$ cat src/rtl/cis_pkg.sv
// Shared types and constants for the CIS skipper readout blocks.
package cis_pkg;

    localparam int unsigned DEFAULT_ADC_W              = 16;
    localparam int unsigned DEFAULT_ACC_W              = 27;
    localparam int unsigned DEFAULT_PIXEL_CLUSTER_SIZE = 16;

    // Width of the pixel index for the default cluster size.
    localparam int unsigned PIX_IDX_W = $clog2(DEFAULT_PIXEL_CLUSTER_SIZE);

    // Width of the per-pixel sample count (skip_samples, out_nsamp).
    localparam int unsigned NSAMP_W = 10;

    typedef enum logic [2:0] {
        StIdle,
        StWaitBase,
        StArmBase,
        StWaitSig,
        StArmSig
    } acc_state_e;

    // A requested sample count of zero still takes one pair.
    function automatic logic [NSAMP_W-1:0] eff_nsamp(input logic [NSAMP_W-1:0] skip);
        return (skip == '0) ? NSAMP_W'(1) : skip;
    endfunction

endpackage

$ cat src/rtl/skipper_sample_accumulator_if.sv
// Result port of the skipper sample accumulator: one CDS sum per pixel on valid/ready.
interface skipper_sample_accumulator_if
    import cis_pkg::*;
#(
    parameter int unsigned ACC_W = DEFAULT_ACC_W,
    parameter int unsigned PIX_W = PIX_IDX_W
);

    logic                    out_valid;
    logic                    out_ready;
    logic signed [ACC_W-1:0] out_data;
    logic [PIX_W-1:0]        out_pixel;
    logic [NSAMP_W-1:0]      out_nsamp;

    modport master (
        output out_valid,
        output out_data,
        output out_pixel,
        output out_nsamp,
        input  out_ready
    );

    modport slave (
        input  out_valid,
        input  out_data,
        input  out_pixel,
        input  out_nsamp,
        output out_ready
    );

endinterface

$ cat src/rtl/phi_edge_detect.sv
// Registered rising-edge detection for the two sequencer strobes.
// Edges appear one cycle after the rising level; both_rise flags a coincident pair.
module phi_edge_detect (
    input  logic clk,
    input  logic reset_n,
    input  logic phi1,
    input  logic phi2,
    output logic phi1_rise,
    output logic phi2_rise,
    output logic both_rise
);

    logic phi1_q;
    logic phi2_q;

    // Delay the strobe levels and register their rising edges.
    always_ff @(posedge clk or negedge reset_n) begin
        if (!reset_n) begin
            phi1_q    <= 1'b0;
            phi2_q    <= 1'b0;
            phi1_rise <= 1'b0;
            phi2_rise <= 1'b0;
            both_rise <= 1'b0;
        end else begin
            phi1_q    <= phi1;
            phi2_q    <= phi2;
            phi1_rise <= phi1 & ~phi1_q;
            phi2_rise <= phi2 & ~phi2_q;
            both_rise <= (phi1 & ~phi1_q) & (phi2 & ~phi2_q);
        end
    end

endmodule

$ cat src/rtl/skipper_sample_accumulator.sv
// Captures baseline/signal ADC words on the sequencer strobes, accumulates
// (signal - baseline) over the skip repetitions of a pixel and presents one
// signed sum per pixel with its index on a valid/ready port.
module skipper_sample_accumulator
    import cis_pkg::*;
#(
    parameter int unsigned ADC_W              = DEFAULT_ADC_W,
    parameter int unsigned ACC_W              = DEFAULT_ACC_W,
    parameter int unsigned PIXEL_CLUSTER_SIZE = DEFAULT_PIXEL_CLUSTER_SIZE
) (
    input  logic                 clk,
    input  logic                 reset_n,
    input  logic                 enable,
    input  logic                 frame_start,
    input  logic [NSAMP_W-1:0]   skip_samples,
    input  logic                 phi1,
    input  logic                 phi2,
    input  logic                 adc_valid,
    input  logic [ADC_W-1:0]     adc_data,
    input  logic                 clear_status,
    output logic                 overflow,
    output logic                 seq_error,
    skipper_sample_accumulator_if.master out_if
);

    localparam int unsigned PixW = $clog2(PIXEL_CLUSTER_SIZE);
    localparam logic [PixW-1:0] PixLast = PixW'(PIXEL_CLUSTER_SIZE - 1);

    // Edge detector outputs.
    logic phi1_rise;
    logic phi2_rise;
    logic both_rise;

    // Sequencer and accumulator state.
    acc_state_e              state_q, state_d;
    logic [NSAMP_W-1:0]      n_q, n_d;
    logic [NSAMP_W-1:0]      cnt_q, cnt_d;
    logic signed [ACC_W-1:0] acc_q, acc_d;
    logic [ADC_W-1:0]        base_q, base_d;
    logic [PixW-1:0]         pix_q, pix_d;

    // Output register and sticky status.
    logic                    out_valid_q, out_valid_d;
    logic signed [ACC_W-1:0] out_data_q, out_data_d;
    logic [PixW-1:0]         out_pixel_q, out_pixel_d;
    logic [NSAMP_W-1:0]      out_nsamp_q, out_nsamp_d;
    logic                    overflow_q, overflow_d;
    logic                    seq_error_q, seq_error_d;

    // Datapath helpers.
    logic signed [ADC_W:0]   diff;
    logic signed [ACC_W-1:0] diff_ext;
    logic signed [ACC_W-1:0] acc_sum;
    logic [NSAMP_W-1:0]      cnt_inc;
    logic [PixW-1:0]         pix_next;
    logic                    final_sample;
    logic                    issue;
    logic                    seq_set;
    logic                    out_load;
    logic                    drop;

    phi_edge_detect u_phi_edge (
        .clk       (clk),
        .reset_n   (reset_n),
        .phi1      (phi1),
        .phi2      (phi2),
        .phi1_rise (phi1_rise),
        .phi2_rise (phi2_rise),
        .both_rise (both_rise)
    );

    // Per-pair difference, the running sum including it, and the final-pair test.
    always_comb begin
        diff         = $signed({1'b0, adc_data}) - $signed({1'b0, base_q});
        diff_ext     = {{(ACC_W - ADC_W - 1){diff[ADC_W]}}, diff};
        acc_sum      = acc_q + diff_ext;
        cnt_inc      = cnt_q + NSAMP_W'(1);
        pix_next     = (pix_q == PixLast) ? '0 : pix_q + PixW'(1);
        final_sample = (state_q == StArmSig) && adc_valid && !both_rise && (cnt_inc == n_q);
    end

    // Sequencer next state: frame_start, then enable abort, then coincident edges.
    always_comb begin
        state_d = state_q;
        n_d     = n_q;
        cnt_d   = cnt_q;
        acc_d   = acc_q;
        base_d  = base_q;
        pix_d   = pix_q;
        seq_set = 1'b0;
        issue   = 1'b0;

        if (frame_start) begin
            // Any pixel in progress, including a coincident final sample, is discarded.
            state_d = StIdle;
            pix_d   = '0;
        end else if (state_q == StIdle) begin
            if (enable) begin
                n_d     = eff_nsamp(skip_samples);
                acc_d   = '0;
                cnt_d   = '0;
                state_d = StWaitBase;
            end
        end else if (!enable && !final_sample) begin
            state_d = StIdle;
        end else if (both_rise) begin
            seq_set = 1'b1;
        end else begin
            unique case (state_q)
                StWaitBase: begin
                    if (phi1_rise) begin
                        state_d = StArmBase;
                    end else if (phi2_rise) begin
                        seq_set = 1'b1;
                    end
                end
                StArmBase: begin
                    if (adc_valid) begin
                        base_d  = adc_data;
                        state_d = StWaitSig;
                    end else if (phi2_rise) begin
                        seq_set = 1'b1;
                    end
                end
                StWaitSig: begin
                    if (phi2_rise) begin
                        state_d = StArmSig;
                    end else if (phi1_rise) begin
                        // Re-capture the baseline; pairs already summed are kept.
                        seq_set = 1'b1;
                        state_d = StArmBase;
                    end
                end
                StArmSig: begin
                    if (adc_valid) begin
                        acc_d = acc_sum;
                        cnt_d = cnt_inc;
                        if (final_sample) begin
                            issue = 1'b1;
                            pix_d = pix_next;
                            acc_d = '0;
                            cnt_d = '0;
                            if (enable) begin
                                n_d     = eff_nsamp(skip_samples);
                                state_d = StWaitBase;
                            end else begin
                                state_d = StIdle;
                            end
                        end else begin
                            state_d = StWaitBase;
                        end
                    end else if (phi1_rise) begin
                        seq_set = 1'b1;
                        state_d = StArmBase;
                    end
                end
                default: state_d = StIdle;
            endcase
        end
    end

    // Output register load/hold and sticky flags; a same-cycle set beats clear.
    always_comb begin
        out_load    = issue && (!out_valid_q || out_if.out_ready);
        drop        = issue && !out_load;
        out_valid_d = out_valid_q;
        out_data_d  = out_data_q;
        out_pixel_d = out_pixel_q;
        out_nsamp_d = out_nsamp_q;

        if (out_load) begin
            out_valid_d = 1'b1;
            out_data_d  = acc_sum;
            out_pixel_d = pix_q;
            out_nsamp_d = n_q;
        end else if (out_if.out_ready) begin
            out_valid_d = 1'b0;
        end

        overflow_d  = drop    ? 1'b1 : (clear_status ? 1'b0 : overflow_q);
        seq_error_d = seq_set ? 1'b1 : (clear_status ? 1'b0 : seq_error_q);
    end

    // Sequencer and accumulator state registers.
    always_ff @(posedge clk or negedge reset_n) begin
        if (!reset_n) begin
            state_q <= StIdle;
            n_q     <= '0;
            cnt_q   <= '0;
            acc_q   <= '0;
            base_q  <= '0;
            pix_q   <= '0;
        end else begin
            state_q <= state_d;
            n_q     <= n_d;
            cnt_q   <= cnt_d;
            acc_q   <= acc_d;
            base_q  <= base_d;
            pix_q   <= pix_d;
        end
    end

    // Output and status registers.
    always_ff @(posedge clk or negedge reset_n) begin
        if (!reset_n) begin
            out_valid_q <= 1'b0;
            out_data_q  <= '0;
            out_pixel_q <= '0;
            out_nsamp_q <= '0;
            overflow_q  <= 1'b0;
            seq_error_q <= 1'b0;
        end else begin
            out_valid_q <= out_valid_d;
            out_data_q  <= out_data_d;
            out_pixel_q <= out_pixel_d;
            out_nsamp_q <= out_nsamp_d;
            overflow_q  <= overflow_d;
            seq_error_q <= seq_error_d;
        end
    end

    assign out_if.out_valid = out_valid_q;
    assign out_if.out_data  = out_data_q;
    assign out_if.out_pixel = out_pixel_q;
    assign out_if.out_nsamp = out_nsamp_q;
    assign overflow         = overflow_q;
    assign seq_error        = seq_error_q;

endmodule

$ cat src/flat_wrapper.sv
// flat-port wrapper written by rule: the top's interface ports become plain ports
module skipper_sample_accumulator_flat import cis_pkg::*;
#(
    parameter int unsigned ADC_W              = DEFAULT_ADC_W,
    parameter int unsigned ACC_W              = DEFAULT_ACC_W,
    parameter int unsigned PIXEL_CLUSTER_SIZE = DEFAULT_PIXEL_CLUSTER_SIZE
)
  (clk, reset_n, enable, frame_start, skip_samples, phi1, phi2, adc_valid, adc_data, clear_status, overflow, seq_error, out_if_out_valid, out_if_out_data, out_if_out_pixel, out_if_out_nsamp, out_if_out_ready);
  skipper_sample_accumulator_if #(.ACC_W(ACC_W)) out_if_i ();
  input  logic clk;
  input  logic reset_n;
  input  logic enable;
  input  logic frame_start;
  input  logic [NSAMP_W-1:0] skip_samples;
  input  logic phi1;
  input  logic phi2;
  input  logic adc_valid;
  input  logic [ADC_W-1:0] adc_data;
  input  logic clear_status;
  output logic overflow;
  output logic seq_error;
  output wire logic [$bits(out_if_i.out_valid)-1:0] out_if_out_valid;
  output wire logic [$bits(out_if_i.out_data)-1:0] out_if_out_data;
  output wire logic [$bits(out_if_i.out_pixel)-1:0] out_if_out_pixel;
  output wire logic [$bits(out_if_i.out_nsamp)-1:0] out_if_out_nsamp;
  input wire logic [$bits(out_if_i.out_ready)-1:0] out_if_out_ready;
  assign out_if_out_valid = out_if_i.out_valid;
  assign out_if_out_data = out_if_i.out_data;
  assign out_if_out_pixel = out_if_i.out_pixel;
  assign out_if_out_nsamp = out_if_i.out_nsamp;
  assign out_if_i.out_ready = out_if_out_ready;
  skipper_sample_accumulator #(.ADC_W(ADC_W), .ACC_W(ACC_W), .PIXEL_CLUSTER_SIZE(PIXEL_CLUSTER_SIZE)) u_core (.clk(clk), .reset_n(reset_n), .enable(enable), .frame_start(frame_start), .skip_samples(skip_samples), .phi1(phi1), .phi2(phi2), .adc_valid(adc_valid), .adc_data(adc_data), .clear_status(clear_status), .overflow(overflow), .seq_error(seq_error), .out_if(out_if_i));
endmodule
$ cat config.mk
export PLATFORM = sky130hd
export DESIGN_NAME = skipper_sample_accumulator_flat
export DESIGN_NICKNAME = d
export VERILOG_FILES = /design/src/rtl/cis_pkg.sv /design/src/rtl/skipper_sample_accumulator_if.sv /design/src/rtl/phi_edge_detect.sv /design/src/rtl/skipper_sample_accumulator.sv /design/src/flat_wrapper.sv
export SDC_FILE = /design/constraint.sdc
export NUM_CORES = 1
export LEC_CHECK = 0
export BUFFER_PORTS_ARGS = -buffer_cell sky130_fd_sc_hd__buf_2
export CAP_MARGIN = 30
export CORE_ASPECT_RATIO = 0.5
export CORE_MARGIN = 3
export CORE_UTILIZATION = 38
export DETAILED_ROUTE_END_ITERATION = 8
export PLACE_DENSITY = 0.54
export SYNTH_ARGS = -nofsm -noshare
export SYNTH_HDL_FRONTEND = slang
export SYNTH_HIERARCHICAL = 1
export SYNTH_SLANG_ARGS = --single-unit
$ cat constraint.sdc
create_clock -name clk -period 5.6 [get_ports clk]
set_clock_uncertainty 0.1 [all_clocks]
set_input_delay 1.12 -clock clk [delete_from_list [all_inputs] [get_ports clk]]
set_output_delay 1.12 -clock clk [all_outputs]
set_load 0.01 [all_outputs]
# Word-level counts from Yosys, hierarchy flattened
# Index checks and enable logic that the tools add are counted.
# totals
regBits,119
inputBits,35
out_inout_bits,44
wordCells,138
# classes
add_sub_neg,4
eq_ne,15
muxes,65
n_bitwise,9
reduce_logical,28
# ops
operator,count
27-bit 2-to-1 mux,7
10-bit 2-to-1 mux,15
4-bit 2-to-1 mux,8
27-bit by 17-bit adder with 27-bit output,1
3-bit 2-to-1 mux,9
1-bit 2-to-1 mux,24
6-bit AND reduction,4
2-bit nonzero test,9
16-bit by 16-bit subtractor with 17-bit output,1
3-bit case mux with 4 select lines,1
10-bit by 1-bit adder with 10-bit output (second input constant),1
10-bit == test,1
10-bit logical NOT,1
2-bit inequality test (second input constant),4
3-bit by 2-bit == test with 1-bit output (second input constant),2
1-bit logical AND,6
1-bit inverter,6
1-bit logical NOT,5
5-bit by 3-bit inequality test with 1-bit output (second input constant),1
4-bit by 1-bit adder with 4-bit output (second input constant),1
4-bit == test (second input constant),1
2-bit by 1-bit inequality test with 1-bit output (second input constant),2
4-bit by 2-bit inequality test with 1-bit output (second input constant),1
1-bit case mux with 4 select lines,1
other kinds (7),9

# Logic depth before layout (Yosys ltp)
# depth
depth_word,15
mapped_depth,22
ltp_nobuf,21

# By module
# Netlist, hierarchy kept.
# by_module_without_submodules
module,instances,cells_per_inst,area_each_um2,seq_area_each_um2
skipper_sample_accumulator,1,776,7039.3,2852.7
phi_edge_detect,1,8,153.9,125.1

# Least setup slack after synthesis
# OpenSTA, ideal clock, no wires.
# synth_path
path_kind,input port to flip-flop
start,input port adc_data[7]
end,register u_core.acc_q[26]
setup_ns,0.104
t_arrival_ns,5.206
t_required_ns,5.396
slack_ns,0.190
cell_stages,17
path_buffers,0
path_cell_list,ha_1 > a21oi_1 > o22ai_1 > a21o_1 > o221ai_1 > a21oi_1 > o41ai_2 > ha_1 > a22o_1 > or4_1 > a311oi_1 > o21ai_1 > a41oi_2 > o211ai_1 > a21boi_0 > nor2b_1 > o311ai_1
# synth_between
elab_chain_cells,8
# synth_lines
item,line_no,rtl
start: declaration,flat_wrapper.sv:18,input logic [ADC_W-1:0] adc_data;
16-bit by 16-bit subtractor with 17-bit output,skipper_sample_accumulator.sv:74,"diff = $signed({1'b0, adc_data}) - $signed({1'b0, base_q});"
27-bit by 17-bit adder with 27-bit output,skipper_sample_accumulator.sv:76,acc_sum = acc_q + diff_ext;
27-bit 2-to-1 mux,skipper_sample_accumulator.sv:138,if (final_sample) begin
27-bit 2-to-1 mux,skipper_sample_accumulator.sv:135,if (adc_valid) begin
27-bit 2-to-1 mux,skipper_sample_accumulator.sv:109,unique case (state_q)
27-bit 2-to-1 mux,skipper_sample_accumulator.sv:106,end else if (both_rise) begin
27-bit 2-to-1 mux,skipper_sample_accumulator.sv:104,end else if (!enable && !final_sample) begin
27-bit 2-to-1 mux,skipper_sample_accumulator.sv:97,end else if (state_q == StIdle) begin
end signal: assignment,skipper_sample_accumulator.sv:190,acc_q <= '0;
end signal: assignment,skipper_sample_accumulator.sv:197,acc_q <= acc_d;
end: declaration,skipper_sample_accumulator.sv:38,"logic signed [ACC_W-1:0] acc_q, acc_d;"
# Every way passes these cells. The select of a mux whose other input is x is not followed.
# A chain may end at the register's enable or synchronous reset.

# Worst setup path in the final report
# layout_path
start,input port adc_data[0]
end,register u_core.acc_q[26]
# The elaborated chain is that of the path after synthesis.

==> run metrics <==
Iter 0 DRT Violations=317; Final Critical Period=5.17 ns; initial core utilization=40.1%; Slowest cell on crit path=fa_1; I/O Buffers=78; Hold Path Class=flip-flop to flip-flop; Worst Path Arrival=5.38 ns; drt drc=0; Routability Congestion=0.869; # hold bufs at CTS=0; commonest non-fill, non-tap cell in the layout=nand2_1; gr ovfl total=0; Async SR Flop Fraction=100%; total track usage=17.5%; Post-Syn Area=0.00719 mm^2; Post-Route WL=17.1 mm; clock buffer depth=2; Peak supply drop=0.000254 V; slew margin rel.=35.6%; n_diodes=0; initial antenna violation count=0; sequential-to-total area share from yosys stat=41.4%; Seq. cell area=0.00298 mm^2; first-pass GRT wire length=29.3 mm; max_cap viols=0; cell count after synthesis=784; CP Cell Sequence=buf_2, inv_1, ha_1, fa_1, nand2b_1, a21oi_1, a21o_1, o221ai_1, a21oi_2, o41ai_2, buf_4, ha_1, a22o_1, or4_1, a311oi_1, o21ai_1, a41oi_2, o211ai_1, a21boi_1, nor2b_1, o311ai_1; HPWL after DPL=12.3 mm; endpoints failing hold=0; Tcrit/Tclk final=92.3%; Num Clock Sinks=119; final net count=939; Ys Warns=6; Skew-Pair Late Insertion Delay=0.42 ns; Final Max Slew Viols=0; DR vias/cell=5.13; vias in the first global route=5767; row count=34; Post-CTS Setup Bufs=0; syn nets=866; CTS Buf Count=17; Layout area overhead=16.8%; top_reg_cell synth=dfrtp_1; Leak=4.11 nW; crit path launch type=input pin; die height=103 um; Initial DRT Pass Iterations=5; count of cell types in the netlist=67; pwr/cell area=406 mW/mm^2; Hold Slack=0.358 ns; max frequency=0.193 GHz; CTS H-tree depth=4; worst slew pin tran=0.966 ns; Yosys reg bits=119; Syn Area/Cell=9.17 um^2; Max FO, Critical Path=11; critical path class=input pin to flip-flop; fill count=1768; DRT antenna net count=0; pre-CTS WS=-0.0916 ns; largest net degree at the start of global routing=72; CTS root buf=clkbuf_16; final setup vio count=0; Die ar.=0.0207 mm^2; WP data required=5.81 ns; post-CTS sizing=0; Wirelength per Cell=15.2 um; unrepaired setup endpoints after global routing=no; share of layout cells above drive strength 1=19.2%; Worst Slack Setup Final=0.430 ns; via count=5759; die width=201 um; area of the multi-input gates=0.00391 mm^2; Core Area=0.0180 mm^2; number of synthesized flops with an enable pin=0; critical path capture point type=flip-flop; Design Power=3.41 mW; slowest stage delay, CP=0.41 ns; commonest non-fill, non-tap cells in the layout=135 x nand2_1, 119 x dfrtp_1, 77 x buf_2; most used cell along the critical path=ha_1; outcome=finished clean; TritonCTS clock tree=built; IO Count=79; CTS clk-pin slew, worst paths=0.06 ns
-- flip-flops by register name (all words and copies together), names as in the netlist, 3 cells and up --
signal                   cells
u_core/base_q               16
u_core/acc_q                27
u_core/out_if.out_data      27
u_core/out_if.out_pixel      4
u_core/state_q               3
u_core/pix_q                 4
u_core/out_if.out_nsamp     10
u_core/cnt_q                10
u_core/n_q                  10
-- where the power goes --
| part | switching (mW) | internal (mW) |
|---|---|---|
| Combinational | 0.728 | 0.544 |
| Clock | 0.393 | 0.667 |
| Sequential | 0.106 | 0.975 |
| Total | 1.23 | 2.19 |
-- metrics by stage --
step                cell area (um^2)  TNS [ns]  util [%]  cells
finish                          8400         0      46.8   1122
global route                    8400         0      46.8   1122
CTS                             8360         0      46.6   1120
detailed placement              7790   -0.0916      43.4   1088
global placement                7790         0      43.4   1088
floorplan                       7190         0         -    784
-- logic make-up (layout without fill, tap and decap cells) --
kind of cell | after synthesis | in the layout | synth area share (%)
AOI/OAI and AO/OA | 207 | 207 | 19.0
adders and majority gates | 47 | 47 | 8.38
and+or+nand+nor | 272 | 272 | 17.8
muxes | 19 | 19 | 2.89
DFF | 119 | 119 | 41.4
buffers and inverters | 69 | 155 | 4.33
xor gates and xnor gates | 51 | 51 | 6.21
-- synthesized netlist by cell type (12+ instances only) --
cell | count | area share, %
ha_1 | 45 | 7.8
a21o_1 | 13 | 1.4
buf_2 | 12 | 0.83
a22o_1 | 12 | 1.5
clkbuf_1 | 14 | 0.73
xnor2_1 | 32 | 3.9
o21ai_0 | 45 | 3.1
o21ai_2 | 15 | 1.8
nand2_1 | 135 | 7.0
dfrtp_1 | 119 | 41
o21ai_1 | 13 | 0.90
nand3_1 | 13 | 0.90
xor2_1 | 19 | 2.3
a21oi_1 | 44 | 3.1
o31ai_1 | 22 | 2.3
nand2_2 | 15 | 1.3
inv_1 | 34 | 1.8
nor2_1 | 45 | 2.3
-- area by class of cell --
class                   instances  area share [%]
clock buffers                  25            6.02
clock inverters                 7           0.804
inverters                      34            1.52
multi-input cells             596            46.6
flip-flops and latches        119            35.4
well taps                     252            3.75
repair buffers                 89            5.90
-- per-layer routing --
layer | global-route usage, % | vias up | wire [um]
li1 | - | 2894 | -
met1 | 24.5 | 2764 | 8950
met2 | 27.9 | 90 | 7410
met3 | 3.91 | 11 | 551
met4 | 4.69 | 0 | 183
met5 | 0 | - | 0
-- critical path: cells and delay by family --
| family | cells | cell delay (ns) |
|---|---|---|
| fa+ha+maj | 3 | 0.86 |
| simple gates | 3 | 0.63 |
| buf+inv | 3 | 0.34 |
| compound gates | 12 | 2.43 |
-- path summary, 6_finish.rpt --
kind                                                               end                                    from  depth (start not counted)  slack, ns
worst min-delay path            u_core/out_if.out_pixel[2]$_DFFE_PN0P_  u_core/out_if.out_pixel[2]$_DFFE_PN0P_                          2       0.36
worst min register to register  u_core/out_if.out_pixel[2]$_DFFE_PN0P_  u_core/out_if.out_pixel[2]$_DFFE_PN0P_                          2       0.36
worst max register to register            u_core/acc_q[26]$_DFFE_PN0P_            u_core/base_q[5]$_DFFE_PN0P_                         18       0.89
max in group asynchronous                u_core/base_q[10]$_DFFE_PN0P_                                 reset_n                          2       3.95
min in group asynchronous       u_core/out_if.out_nsamp[3]$_DFFE_PN0P_                                 reset_n                          1       0.49
worst max-delay path                      u_core/acc_q[26]$_DFFE_PN0P_                             adc_data[0]                         21       0.43
Note: power is estimated with default switching activity, not from simulation.
